$ cat src/rtl/axi_rd_pkg.sv
// Shared types for the two-master AXI3 read-channel arbiter.
// Payload structs are sized from the package widths; the arbiter parameters must match them.
package axi_rd_pkg;

    localparam int unsigned AXI_ID_W   = 4;
    localparam int unsigned AXI_ADDR_W = 32;
    localparam int unsigned AXI_DATA_W = 32;
    localparam int unsigned AXI_LEN_W  = 4;

    // Master-index tag prepended to ARID on the slave side.
    localparam int unsigned MID_W     = 4;
    localparam int unsigned AXI_IDS_W = AXI_ID_W + MID_W;

    typedef struct packed {
        logic [AXI_ID_W-1:0]   id;
        logic [AXI_ADDR_W-1:0] addr;
        logic [AXI_LEN_W-1:0]  len;
        logic [2:0]            size;
        logic [1:0]            burst;
    } ar_t;

    typedef struct packed {
        logic [AXI_IDS_W-1:0]  id;
        logic [AXI_ADDR_W-1:0] addr;
        logic [AXI_LEN_W-1:0]  len;
        logic [2:0]            size;
        logic [1:0]            burst;
    } ars_t;

    typedef struct packed {
        logic [AXI_ID_W-1:0]   id;
        logic [AXI_DATA_W-1:0] data;
        logic [1:0]            resp;
        logic                  last;
    } r_t;

    typedef struct packed {
        logic [AXI_IDS_W-1:0]  id;
        logic [AXI_DATA_W-1:0] data;
        logic [1:0]            resp;
        logic                  last;
    } rs_t;

    typedef enum logic [1:0] {
        IDLE = 2'd0,
        ADDR = 2'd1,
        DATA = 2'd2
    } state_t;

endpackage

$ cat src/rtl/rr_arb2.sv
// Two-way round-robin picker. On a contested grant the priority moves to the loser;
// uncontested grants leave the priority untouched.
module rr_arb2 (
    input  logic       clk,
    input  logic       rst,
    input  logic [1:0] req,
    input  logic       advance,
    output logic       gnt_idx,
    output logic       any
);

    logic prio_q, prio_d;

    always_comb begin
        any     = |req;
        gnt_idx = (req == 2'b11) ? prio_q : req[1];
        prio_d  = prio_q;
        if (advance && (req == 2'b11)) begin
            prio_d = ~gnt_idx;
        end
    end

    always_ff @(posedge clk or negedge rst) begin
        if (!rst) begin
            prio_q <= 1'b0;
        end else begin
            prio_q <= prio_d;
        end
    end

endmodule

$ cat src/rtl/axi_rd_arbiter.sv
// Two-master to one-slave AXI3 read arbiter: one burst in flight, grant held from the
// AR handshake to the RLAST handshake, R beats routed back to the owner by the held grant.
module axi_rd_arbiter
    import axi_rd_pkg::*;
#(
    parameter int unsigned ID_W   = AXI_ID_W,
    parameter int unsigned ADDR_W = AXI_ADDR_W,
    parameter int unsigned DATA_W = AXI_DATA_W,
    parameter int unsigned LEN_W  = AXI_LEN_W
) (
    input  logic           clk,
    input  logic           rst,
    input  ar_t  [1:0]     ar_m,
    input  logic [1:0]     arvalid_m,
    output logic [1:0]     arready_m,
    output r_t   [1:0]     r_m,
    output logic [1:0]     rvalid_m,
    input  logic [1:0]     rready_m,
    output ars_t           ar_s,
    output logic           arvalid_s,
    input  logic           arready_s,
    input  rs_t            r_s,
    input  logic           rvalid_s,
    output logic           rready_s,
    output logic           err_len
);

    localparam int unsigned CNT_W = LEN_W + 1;

    state_t             state_q, state_d;
    logic               gnt_q, gnt_d;
    logic [LEN_W-1:0]   len_q, len_d;
    logic [CNT_W-1:0]   beat_cnt_q, beat_cnt_d;
    logic               err_len_q, err_len_d;

    logic               arb_gnt, arb_any, arb_advance;
    ar_t                ar_sel;
    logic [ADDR_W-1:0]  araddr_sel;
    logic [DATA_W-1:0]  rdata_sel;
    r_t                 r_route;
    logic               r_hs, tag_bad, len_bad;

    rr_arb2 u_rr_arb2 (
        .clk     (clk),
        .rst     (rst),
        .req     (arvalid_m),
        .advance (arb_advance),
        .gnt_idx (arb_gnt),
        .any     (arb_any)
    );

    assign ar_sel     = ar_m[gnt_q];
    assign araddr_sel = ar_sel.addr;
    assign rdata_sel  = r_s.data;

    assign r_hs    = (state_q == DATA) && rvalid_s && rready_m[gnt_q];
    assign tag_bad = r_s.id[ID_W +: MID_W] != MID_W'(gnt_q);
    // A short burst ends early on RLAST; a long one keeps going past the latched length.
    assign len_bad = r_s.last ? (beat_cnt_q != CNT_W'(len_q))
                              : (beat_cnt_q == CNT_W'(len_q));

    always_comb begin
        r_route.id   = r_s.id[ID_W-1:0];
        r_route.data = rdata_sel;
        r_route.resp = r_s.resp;
        r_route.last = r_s.last;
    end

    always_comb begin
        arready_m = '0;
        rvalid_m  = '0;
        r_m       = '0;
        ar_s      = '0;
        arvalid_s = 1'b0;
        rready_s  = 1'b0;
        case (state_q)
            ADDR: begin
                arvalid_s        = 1'b1;
                ar_s.id          = {MID_W'(gnt_q), ar_sel.id};
                ar_s.addr        = araddr_sel;
                ar_s.len         = ar_sel.len;
                ar_s.size        = ar_sel.size;
                ar_s.burst       = ar_sel.burst;
                arready_m[gnt_q] = arready_s;
            end
            DATA: begin
                rvalid_m[gnt_q] = rvalid_s;
                rready_s        = rready_m[gnt_q];
                r_m[gnt_q]      = r_route;
            end
            default: ;
        endcase
    end

    always_comb begin
        state_d     = state_q;
        gnt_d       = gnt_q;
        len_d       = len_q;
        beat_cnt_d  = beat_cnt_q;
        err_len_d   = err_len_q;
        arb_advance = 1'b0;
        case (state_q)
            IDLE: begin
                if (arb_any) begin
                    arb_advance = 1'b1;
                    gnt_d       = arb_gnt;
                    state_d     = ADDR;
                end
            end
            ADDR: begin
                if (arready_s) begin
                    len_d      = ar_sel.len;
                    beat_cnt_d = '0;
                    state_d    = DATA;
                end
            end
            DATA: begin
                if (r_hs) begin
                    beat_cnt_d = beat_cnt_q + CNT_W'(1);
                    if (len_bad || tag_bad) begin
                        err_len_d = 1'b1;
                    end
                    if (r_s.last) begin
                        state_d = IDLE;
                    end
                end
            end
            default: state_d = IDLE;
        endcase
    end

    always_ff @(posedge clk or negedge rst) begin
        if (!rst) begin
            state_q    <= IDLE;
            gnt_q      <= 1'b0;
            len_q      <= '0;
            beat_cnt_q <= '0;
            err_len_q  <= 1'b0;
        end else begin
            state_q    <= state_d;
            gnt_q      <= gnt_d;
            len_q      <= len_d;
            beat_cnt_q <= beat_cnt_d;
            err_len_q  <= err_len_d;
        end
    end

    assign err_len = err_len_q;

endmodule

$ cat config.mk
export PLATFORM = sky130hd
export DESIGN_NAME = axi_rd_arbiter
export DESIGN_NICKNAME = d
export VERILOG_FILES = /design/src/rtl/axi_rd_pkg.sv /design/src/rtl/rr_arb2.sv /design/src/rtl/axi_rd_arbiter.sv
export SDC_FILE = /design/constraint.sdc
export NUM_CORES = 1
export LEC_CHECK = 0
export CAP_MARGIN = 5
export CORE_AREA = 5 5 104 106
export DETAILED_ROUTE_END_ITERATION = 16
export DIE_AREA = 0 0 109 111
export GPL_TIMING_DRIVEN = 0
export HOLD_SLACK_MARGIN = 0.12
export PLACE_DENSITY = 0.68
export SLEW_MARGIN = 20
export SYNTH_ARGS = -nofsm -noshare
export SYNTH_HDL_FRONTEND = slang
export SYNTH_SLANG_ARGS = --single-unit
$ cat constraint.sdc
create_clock -name clk -period 1.6 [get_ports clk]
set_input_delay 0.32 -clock clk [delete_from_list [all_inputs] [get_ports clk]]
set_output_delay 0.32 -clock clk [all_outputs]
set_load 0.01 [all_outputs]
==> impl_metrics.csv, run 1 <==
group,metric,value,unit
outcome,status,"finished, violations left",
outcome,violations,"negative setup slack",
detailed_routing,dr.pass1.iters,6,
setup_path,path_delay_family,"buffers and inverters",
detailed_routing,totalWireLength,13700,um
clock_network,clock_path_buffers,2,
logic_synthesis,syn-instance-count,273,
detailed_routing,antenna_left,0,
global_routing,overflow,0,
setup_path,worstPathMaxFanout,5,
layout,nets,734,
setup_path,r2r_end,"err_len",
global_routing,grt_max_degree,15,
global_routing,grt_pass1_wl,19100,um
setup_path,path_class,"reg2out",
sta,tightest_slew,0.635,ns
pwr,p_leak,2.83,nW
logic_synthesis,postSynthAreaPerCell,7.30,sq um
pwr,max-vdd-ir-drop,0.000677,V
detailed_routing,num_vias,3269,
sta,postLayoutSetupSlackWorst,-0.243,ns
clock_network,clock-root-buffer,"clkbuf_8",
job,cap_violations,0,
logic_synthesis,yosysTopAreaCell,"mux2i_1",
floorplan,core-area,9680,sq um
setup_path,crit_arrival,1.52,ns
floorplan,io_pins,275,
logic_synthesis,ys.flop_type,"dfrtp_1",
setup_path,path_buf_inv,5,
sta,finalHoldViolCount,0,
place,place_hpwl,10400,um
clock_network,h-tree-depth,1,
setup_path,r2r_slack,0,ns
logic_synthesis,synth-seq-cells,14,
sta,skew,0.00181,ns
hold_path,hp-class,"in2async",
setup_path,crit_path_frequent_cell,"buf_6",
setup_path,end_kind,"output pin",
setup_path,critPathCapture,"r_m[27]",
logic_synthesis,synth_top_area_share,0.246,
sta,relSlewSlack,0.575,
clock_network,hold_buffers,0,
sta,finalMaxSlewViolations,0,
logic_synthesis,ys_warn_count,0,
detailed_routing,wl_per_cell,19.0,um
floorplan,die_height,111,um
place,gp_congestion,0.791,
logic_synthesis,async_flop_share,1.00,
clock_network,cts.sinks,14,
clock_network,clk_latency,0.25,ns
sta,fin_setup_tns,-21.53,ns
floorplan,die-width,109,um
setup_path,max_stage_delay,0.39,ns
global_routing,first_global_vias,3493,
setup_path,crit_slowest_cell,"dfrtp_1",
logic_synthesis,yosysSeqAreaShare,0.176,
detailed_routing,first_iter_violations,121,
sta,period_needed,1.84,ns
setup_path,rr_worst_depth,8,
sta,final-setup-viol-count,130,
setup_path,path_cells,"buf_6 > nor2_4 > buf_6 > buf_8 > buf_6 > and2_4 > buf_6",
detailed_routing,vias_per_cell,4.52,
setup_path,reg2reg_from,"gnt_q",
global_routing,grt_antenna_before_repair,0,
layout,fin_util,0.633,
pwr,powerDensity,1340,nW/um^2
detailed_routing,remaining_drc_errors,0,
logic_synthesis,synth_cell_type_count,33,
clock_network,clk_pin_slew_worst_paths,0.06,ns
logic_synthesis,synth-edff-count,0,
layout,area.growth.synth_to_final,208,%
clock_network,cts_inserted_buffers,3,
floorplan,core.rowCount,36,
sta,rsz0062_at_grt,"true",
global_routing,grt_usage,0.202,
setup_path,crit_cells,7,
sta,max_freq,543,MHz
setup_path,required,1.28,ns
layout,diodes,0,
setup_path,crit_start,"gnt_q",
place,place.port_buffers,271,
logic_synthesis,synth_area_leaders,"mux2i_1 (25%), dfrtp_1 (18%), and2_1 (13%)",
layout,drive_gt1_frac,0.535,
logic_synthesis,synth_area,1990,sq um
setup_path,cp-start-kind,"flip-flop",
clock_network,cts_tree,"done",
sta,post-route-period-util,1.15,
floorplan,dieArea,12100,sq um
floorplan,start_util,0.206,
-- cell usage after synthesis (2+ instances only) --
library cell and n:
dfrtp_1 14, a21oi_1 2, clkbuf_1 12, xnor2_1 3
nand4_1 3, and3_1 42, xor2_1 4, mux2i_1 49
buf_4 3, buf_1 4, buf_2 8, nor2_1 48
nand2_1 12, nand2b_1 2, and2_1 43, o21ai_0 5
nor3_1 3
-- how the worst min path moves through the flow --
stage	end	cells after the start
final	len_q[1]	1
after global routing	u_rr_arb2.prio_q	1
after CTS	u_rr_arb2.prio_q	1
after detailed placement	u_rr_arb2.prio_q	1
after global placement	u_rr_arb2.prio_q	1
after floorplan	beat_cnt_q[0]	0
-- report_power, final --
| group | internal, W | switching (W) |
|---|---|---|
| logic | 0.00416 | 0.00311 |
| registers | 0.000483 | 0.000107 |
| clock network | 0.000218 | 0.000126 |
| total | 0.00486 | 0.00334 |
-- state kept, by name (all words and copies together) (netlist names) --
name,cells
state_q,2
len_q,4
beat_cnt_q,5
err_len,1
gnt_q,1
u_rr_arb2.prio_q,1
-- what timing repair did --
item	4_1_cts	5_1_grt
buffers inserted	29	12
setup endpoints to repair	133	134
gates resized for setup	705	181
gates cloned	11	2
pin swaps	23	28
-- metrics by stage --
stage | instance area (sq um) | hold WS, ns | total power [W] | worst slack, ns | std cells
final | 6130 | 0.467 | 0.00820 | -0.243 | 724
after global routing | 6130 | 0.499 | 0.00873 | -0.308 | 724
after CTS | 5470 | 0.475 | 0.00720 | -0.326 | 722
after detailed placement | 4880 | 0.466 | 0.00534 | -0.837 | 679
after global placement | 4880 | 0.462 | 0.00530 | -0.791 | 679
after floorplan | 2000 | 0.0244 | 0.00284 | 0.0586 | 275
-- cell families (layout without fill, tap and decap cells) --
logic type,count (synthesis),count (layout),share of synthesized area
adder cells (fa/ha/maj),1,1,0.00628
AO/OA/AOI/OAI,12,12,0.0352
other,1,3,0.00188
flip-flops,14,14,0.176
AND/OR/NAND/NOR,159,159,0.427
multiplexers,50,50,0.254
XOR/XNOR,7,7,0.0308
buffers and inverters,29,345,0.0690
-- cells in the final DEF (no fill, tap or decap), types with 2 or more instances in the layout --
cell / synthesis / routed
and3_1: 42 / 2
nand4_1: 3 / 3
nand2b_4: 0 / 2
xnor2_1: 3 / 2
xor2_1: 4 / 4
and2_4: 0 / 32
mux2i_4: 0 / 12
buf_2: 8 / 45
buf_12: 0 / 6
nor2_4: 0 / 10
clkbuf_8: 0 / 5
nor2_1: 48 / 35
nor2_2: 0 / 3
mux2i_1: 49 / 32
dfrtp_1: 14 / 13
and2_1: 43 / 11
clkbuf_16: 0 / 2
o21ai_0: 5 / 5
buf_6: 1 / 108
buf_4: 3 / 20
conb_1: 1 / 3
clkdlybuf4s50_1: 0 / 141
nor3_1: 3 / 3
buf_8: 0 / 16
nand2_1: 12 / 10
and3_4: 0 / 40
a21oi_1: 2 / 2
mux2i_2: 0 / 5
-- cell type report --
type                            instances  area, sq um
Sequential cell                        14          352
Inverter                                1         11.3
Timing Repair Buffer                  319         3170
Tap cell                              133          166
Clock buffer                            4         55.1
Multi-Input combinational cell        232         2100
Fill cell                             804         3550
Buffer                                 21          282
-- layer usage --
layer / up-vias / track usage / part of all wire
li1: 1562 / - / -
met1: 1491 / 0.186 / 0.31
met2: 190 / 0.406 / 0.57
met3: 26 / 0.0582 / 0.095
met4: 0 / 0.0673 / 0.026
met5: - / 0 / 0
Power figures use the tool's default switching activity.
==> run 2: changes to the inputs <==
--- a/config.mk
+++ b/config.mk
@@ -12,6 +12,7 @@
 export GPL_TIMING_DRIVEN = 0
 export HOLD_SLACK_MARGIN = 0.12
 export PLACE_DENSITY = 0.68
+export SETUP_SLACK_MARGIN = 0.05
 export SLEW_MARGIN = 20
 export SYNTH_ARGS = -nofsm -noshare
 export SYNTH_HDL_FRONTEND = slang
==> run 2 against run 1 <==
The flow still finishes with violations (negative setup slack). Worst setup slack worse by 0.016 ns. Via count is 0.31% lower. Sequential power hardly changed. Sequential share of layout area hardly changed. Worst hold slack better by 0.0013 ns. Largest cell class unchanged. Largest power group unchanged.
==> impl_metrics.csv, run 2 (synthesis gave the netlist of run 1 again) <==
group,metric,value,unit
layout,reg_top3,"beat_cnt_q: 5 flops, len_q: 4 flops, state_q: 2 flops",
pwr,p_leak,2.85,nW
clock_network,cts.sinks,14,
clock_network,clk_latency,0.25,ns
sta,finalHoldViolCount,0,
floorplan,start_util,0.206,
layout,layout_commonest_cell,"clkdlybuf4s50_1",
setup_path,crit_path_frequent_cell,"buf_6",
sta,period_needed,1.86,ns
pwr,p_seq_frac,0.071,
global_routing,grt_antenna_before_repair,0,
layout,fin_util,0.639,
layout,diodes,0,
detailed_routing,wl_per_cell,19.3,um
clock_network,cts_tree,"done",
layout,largest_reg_flops,5,
layout,area.growth.synth_to_final,210,%
clock_network,clock_path_buffers,2,
sta,skew,0.000879,ns
floorplan,io_pins,275,
outcome,status,"finished, violations left",
layout,drive_gt1_frac,0.541,
sta,relSlewSlack,0.574,
setup_path,path_class,"reg2out",
clock_network,h-tree-depth,1,
place,place.port_buffers,271,
global_routing,overflow,0,
sta,postLayoutSetupSlackWorst,-0.259,ns
outcome,violations,"negative setup slack",
setup_path,max_stage_delay,0.40,ns
pwr,powerDensity,1350,nW/um^2
clock_network,cts_inserted_buffers,3,
layout,largest-register,"beat_cnt_q",
pwr,internal-power,0.00497,W
pwr,sw_frac_of_total,0.406,
pwr,clockPowerShare,0.041,
global_routing,grt_max_degree,15,
sta,post-route-period-util,1.16,
sta,final-setup-viol-count,131,
pwr,max-vdd-ir-drop,0.000630,V
pwr,p_comb_frac,0.888,
place,place_hpwl,10400,um
setup_path,path_cells,"buf_6 > buf_6 > buf_12 > buf_6 > mux2i_1 > nor2_1 > buf_2",
setup_path,crit_arrival,1.54,ns
job,cap_violations,0,
detailed_routing,remaining_drc_errors,0,
sta,tightest_slew,0.637,ns
pwr,power_switching,0.00340,W
detailed_routing,vias_per_cell,4.50,
hold_path,hp-class,"in2async",
floorplan,dieArea,12100,sq um
setup_path,crit_slowest_cell,"dfrtp_1",
global_routing,grt_pass1_wl,19100,um
detailed_routing,dr.pass1.iters,4,
place,gp_congestion,0.791,
layout,final_cell_mix,"clkdlybuf4s50_1 (141), buf_6 (106), buf_2 (45), and3_4 (41), nor2_1 (35)",
detailed_routing,first_iter_violations,97,
detailed_routing,totalWireLength,14000,um
floorplan,die_height,111,um
sta,rsz0062_at_grt,"true",
clock_network,clk_pin_slew_worst_paths,0.06,ns
detailed_routing,num_vias,3259,
clock_network,hold_buffers,0,
layout,final_area,6180,sq um
global_routing,grt_usage,0.203,
sta,finalMaxSlewViolations,0,
sta,max_freq,538,MHz
floorplan,core.rowCount,36,
setup_path,path_buf_inv,5,
global_routing,first_global_vias,3500,
detailed_routing,antenna_left,0,
clock_network,clock-root-buffer,"clkbuf_8",
setup_path,end_kind,"output pin",
setup_path,cp-start-kind,"flip-flop",
place,place_area,4880,sq um
setup_path,worstPathMaxFanout,5,
setup_path,path_delay_family,"buffers and inverters",
setup_path,required,1.28,ns
floorplan,die-width,109,um
floorplan,core-area,9680,sq um
layout,nets,735,
==> run 2: worst paths after layout <==
| check | from | to | slack (ns) | cells past startpoint |
|---|---|---|---|---|
| setup / recovery | gnt_q | ar_s[42] | -0.26 | 7 |
| hold / removal | rst | len_q[1] | 0.47 | 1 |
| setup reg to reg | gnt_q | err_len | -0.01 | 8 |
| hold reg to reg | u_rr_arb2.prio_q | u_rr_arb2.prio_q | 0.47 | 1 |
| max in group asynchronous | rst | state_q[1] | 0.68 | 1 |
| min in group clk | u_rr_arb2.prio_q | u_rr_arb2.prio_q | 0.47 | 1 |
==> run 2: cell type report <==
cell class | count | area [sq um]
Fill cell | 809 | 3500
Timing Repair Buffer | 319 | 3190
Multi-Input combinational cell | 232 | 2110
Sequential cell | 14 | 352
Buffer | 22 | 302
Tap cell | 133 | 166
Clock buffer | 4 | 55.1
Inverter | 1 | 16.3
==> run 2: per-layer routing <==
| metal | up-vias | wire length [um] | global-route usage |
|---|---|---|---|
| li1 | 1563 | - | - |
| met1 | 1478 | 4430 | 0.187 |
| met2 | 190 | 7880 | 0.407 |
| met3 | 28 | 1280 | 0.0582 |
| met4 | 0 | 388 | 0.0673 |
| met5 | - | 0 | 0 |
==> run 2: timing repair <==
item                       4_1_cts  5_1_grt
cloned                          11        2
buffers inserted                29       12
pin swaps                       23       30
gates resized for setup        706      186
setup endpoints to repair      135      135
==> run 2: metrics by stage <==
step | TNS, ns | worst slack, ns | total power, W | instances | hold slack [ns]
after global placement | -74.15 | -0.791 | 0.00530 | 679 | 0.462
after floorplan | 0 | 0.0586 | 0.00284 | 275 | 0.0244
after CTS | -25.29 | -0.326 | 0.00721 | 722 | 0.475
final | -23.40 | -0.259 | 0.00837 | 725 | 0.468
after detailed placement | -77.71 | -0.837 | 0.00534 | 679 | 0.466
after global routing | -31.53 | -0.317 | 0.00887 | 725 | 0.499
==> run 2: power by group through the flow <==
stage | clock network (W) | registers (W) | logic (W)
floorplan | 0 | 0.000577 | 0.00226
detailed placement | 0 | 0.000602 | 0.00474
global route | 0.000374 | 0.000616 | 0.00788
global placement | 0 | 0.000593 | 0.00470
CTS | 0.000358 | 0.000584 | 0.00627
finish | 0.000345 | 0.000592 | 0.00743
==> run 3: changes to the inputs <==
--- a/config.mk
+++ b/config.mk
@@ -13,6 +13,7 @@
 export HOLD_SLACK_MARGIN = 0.12
 export PLACE_DENSITY = 0.68
 export SETUP_SLACK_MARGIN = 0.05
+export SKIP_CTS_REPAIR_TIMING = 1
 export SLEW_MARGIN = 20
 export SYNTH_ARGS = -nofsm -noshare
 export SYNTH_HDL_FRONTEND = slang
==> run 3 against run 2 <==
The run still ends with negative setup slack left. Worst hold slack better by 0.0017 ns. Wire length down 9.0%. Sequential share of layout area up 0.65 points. Clock power about the same. Register-to-register slack worse by 0.02 ns. First-iteration DRC count down 10%. Clock skew about the same. Critical path type unchanged. Largest power group unchanged.
==> impl_metrics.csv, run 3 (synthesis gave the netlist of run 1 again) <==
group,metric,value,unit
detailed_routing,totalWireLength,12700,um
layout,diodes,0,
clock_network,h-tree-depth,1,
outcome,violations,"negative setup slack",
global_routing,global_route.usage.met1,0.162,
global_routing,grt_antenna_before_repair,0,
layout,area.growth.synth_to_final,179,%
setup_path,end_kind,"output pin",
setup_path,max_stage_delay,0.45,ns
layout,final_area,5550,sq um
global_routing,overflow,0,
setup_path,reg2reg_from,"state_q[0]",
setup_path,r2r_slack,-0.03,ns
detailed_routing,dr.pass1.iters,4,
sta,postLayoutSetupSlackWorst,-0.252,ns
setup_path,crit_path_frequent_cell,"buf_6",
floorplan,io_pins,275,
detailed_routing,vias_per_cell,4.43,
clock_network,clk_latency,0.25,ns
setup_path,r2r_end,"beat_cnt_q[3]",
detailed_routing,remaining_drc_errors,0,
detailed_routing,wl_per_cell,17.9,um
pwr,powerDensity,1300,nW/um^2
setup_path,worstPathMaxFanout,5,
sta,finalHoldViolCount,0,
pwr,p_leak,2.79,nW
global_routing,grt_max_degree,15,
sta,relSlewSlack,0.570,
floorplan,core-area,9680,sq um
clock_network,clk_pin_slew_worst_paths,0.06,ns
sta,post-route-period-util,1.16,
sta,max_freq,540,MHz
floorplan,core.rowCount,36,
layout,final_cell_mix,"clkdlybuf4s50_1 (141), buf_6 (64), buf_2 (47), clkbuf_2 (36), mux2i_1 (29)",
sta,finalMaxSlewViolations,0,
setup_path,path_class,"reg2out",
global_routing,gr-usage-met2,0.378,
global_routing,first_global_vias,3162,
setup_path,path_cells,"and2b_4 > buf_6 > buf_6 > buf_6 > and3_4 > buf_6",
sta,holdWs,0.470,ns
clock_network,clock_path_buffers,2,
hold_path,hp-class,"in2async",
sta,final-setup-viol-count,132,
job,cap_violations,0,
layout,layout_commonest_cell,"clkdlybuf4s50_1",
clock_network,cts_inserted_buffers,3,
setup_path,crit_arrival,1.53,ns
clock_network,cts_tree,"done",
sta,fin_setup_tns,-20.10,ns
setup_path,crit_slowest_cell,"dfrtp_2",
sta,skew,0.00109,ns
place,place_area,4880,sq um
global_routing,grt_usage,0.182,
setup_path,path_buf_inv,4,
layout,largest_reg_flops,5,
sta,period_needed,1.85,ns
floorplan,die_height,111,um
setup_path,required,1.28,ns
floorplan,dieArea,12100,sq um
global_routing,grt_pass1_wl,17200,um
sta,tightest_slew,0.643,ns
layout,largest-register,"beat_cnt_q",
pwr,max-vdd-ir-drop,0.000636,V
setup_path,rr_worst_depth,7,
pwr,finalPower,0.00722,W
place,place_hpwl,10400,um
floorplan,start_util,0.206,
clock_network,clock-root-buffer,"clkbuf_8",
clock_network,cts.sinks,14,
global_routing,grt.busiest_layer,"met2",
place,place.port_buffers,271,
place,gp_congestion,0.791,
setup_path,path_delay_family,"buffers and inverters",
detailed_routing,antenna_left,0,
detailed_routing,num_vias,3153,
global_routing,use_met3,0.0582,
outcome,status,"finished, violations left",
setup_path,cp-start-kind,"flip-flop",
layout,drive_gt1_frac,0.462,
layout,reg_top3,"beat_cnt_q: 5 flops, len_q: 4 flops, state_q: 2 flops",
detailed_routing,first_iter_violations,87,
floorplan,die-width,109,um
sta,rsz0062_at_grt,"true",
layout,nets,721,
-- run 3: cell count changes in the layout (fill, tap and decap cells not counted), moves of 13 or more --
| cell | change |
|---|---|
| and3_1 | +25 |
| and3_4 | -25 |
| and2_1 | +17 |
| clkbuf_2 | +36 |
| buf_8 | -13 |
| and2_4 | -17 |
| buf_6 | -42 |
-- run 3: per-layer routing --
| layer | wire [um] | share of wire |
|---|---|---|
| met5 | 0 | 0 |
| met4 | 127 | 0.010 |
| met3 | 1280 | 0.10 |
| met2 | 7180 | 0.56 |
| met1 | 4130 | 0.32 |
-- run 3: final cells by class --
cell class,instances,area [sq um]
Timing Repair Buffer,299,2640
Clock buffer,4,55.1
Buffer,28,347
Inverter,1,11.3
Fill cell,910,4130
Sequential cell,14,352
Multi-Input combinational cell,232,1980
Tap cell,133,166
-- run 3: how the worst max path moves through the flow --
stage | start | to | slack (ns) | cells past startpoint
after floorplan | state_q[1] | arready_m[0] | 0.06 | 6
after global placement | gnt_q | r_m[44] | -0.79 | 5
after detailed placement | gnt_q | r_m[47] | -0.84 | 5
after CTS | gnt_q | r_m[47] | -1.11 | 5
after global routing | state_q[0] | r_m[7] | -0.30 | 7
final | state_q[1] | r_m[64] | -0.25 | 6
-- run 3: worst register-to-register path, cell delays in order (launching register included) --
cell,delay [ns]
dfrtp_1,0.39
and2b_4,0.27
buf_4,0.13
buf_4,0.11
and3_1,0.16
buf_6,0.11
and4_4,0.22
mux2i_1,0.17
-- run 3: power breakdown --
group          internal, W  switching [W]  total [W]
registers         0.000483       0.000114   0.000597
logic              0.00342        0.00286    0.00628
clock network     0.000218       0.000129   0.000347
total              0.00412        0.00310    0.00722
-- run 3: per-stage QoR --
stage / cells / util / setup slack, ns
3_3_place_gp: 679 / 0.504 / -0.791
6_report: 711 / 0.573 / -0.252
4_1_cts: 683 / 0.510 / -1.11
3_5_place_dp: 679 / 0.504 / -0.837
5_1_grt: 711 / 0.573 / -0.301
2_1_floorplan: 275 / - / 0.0586
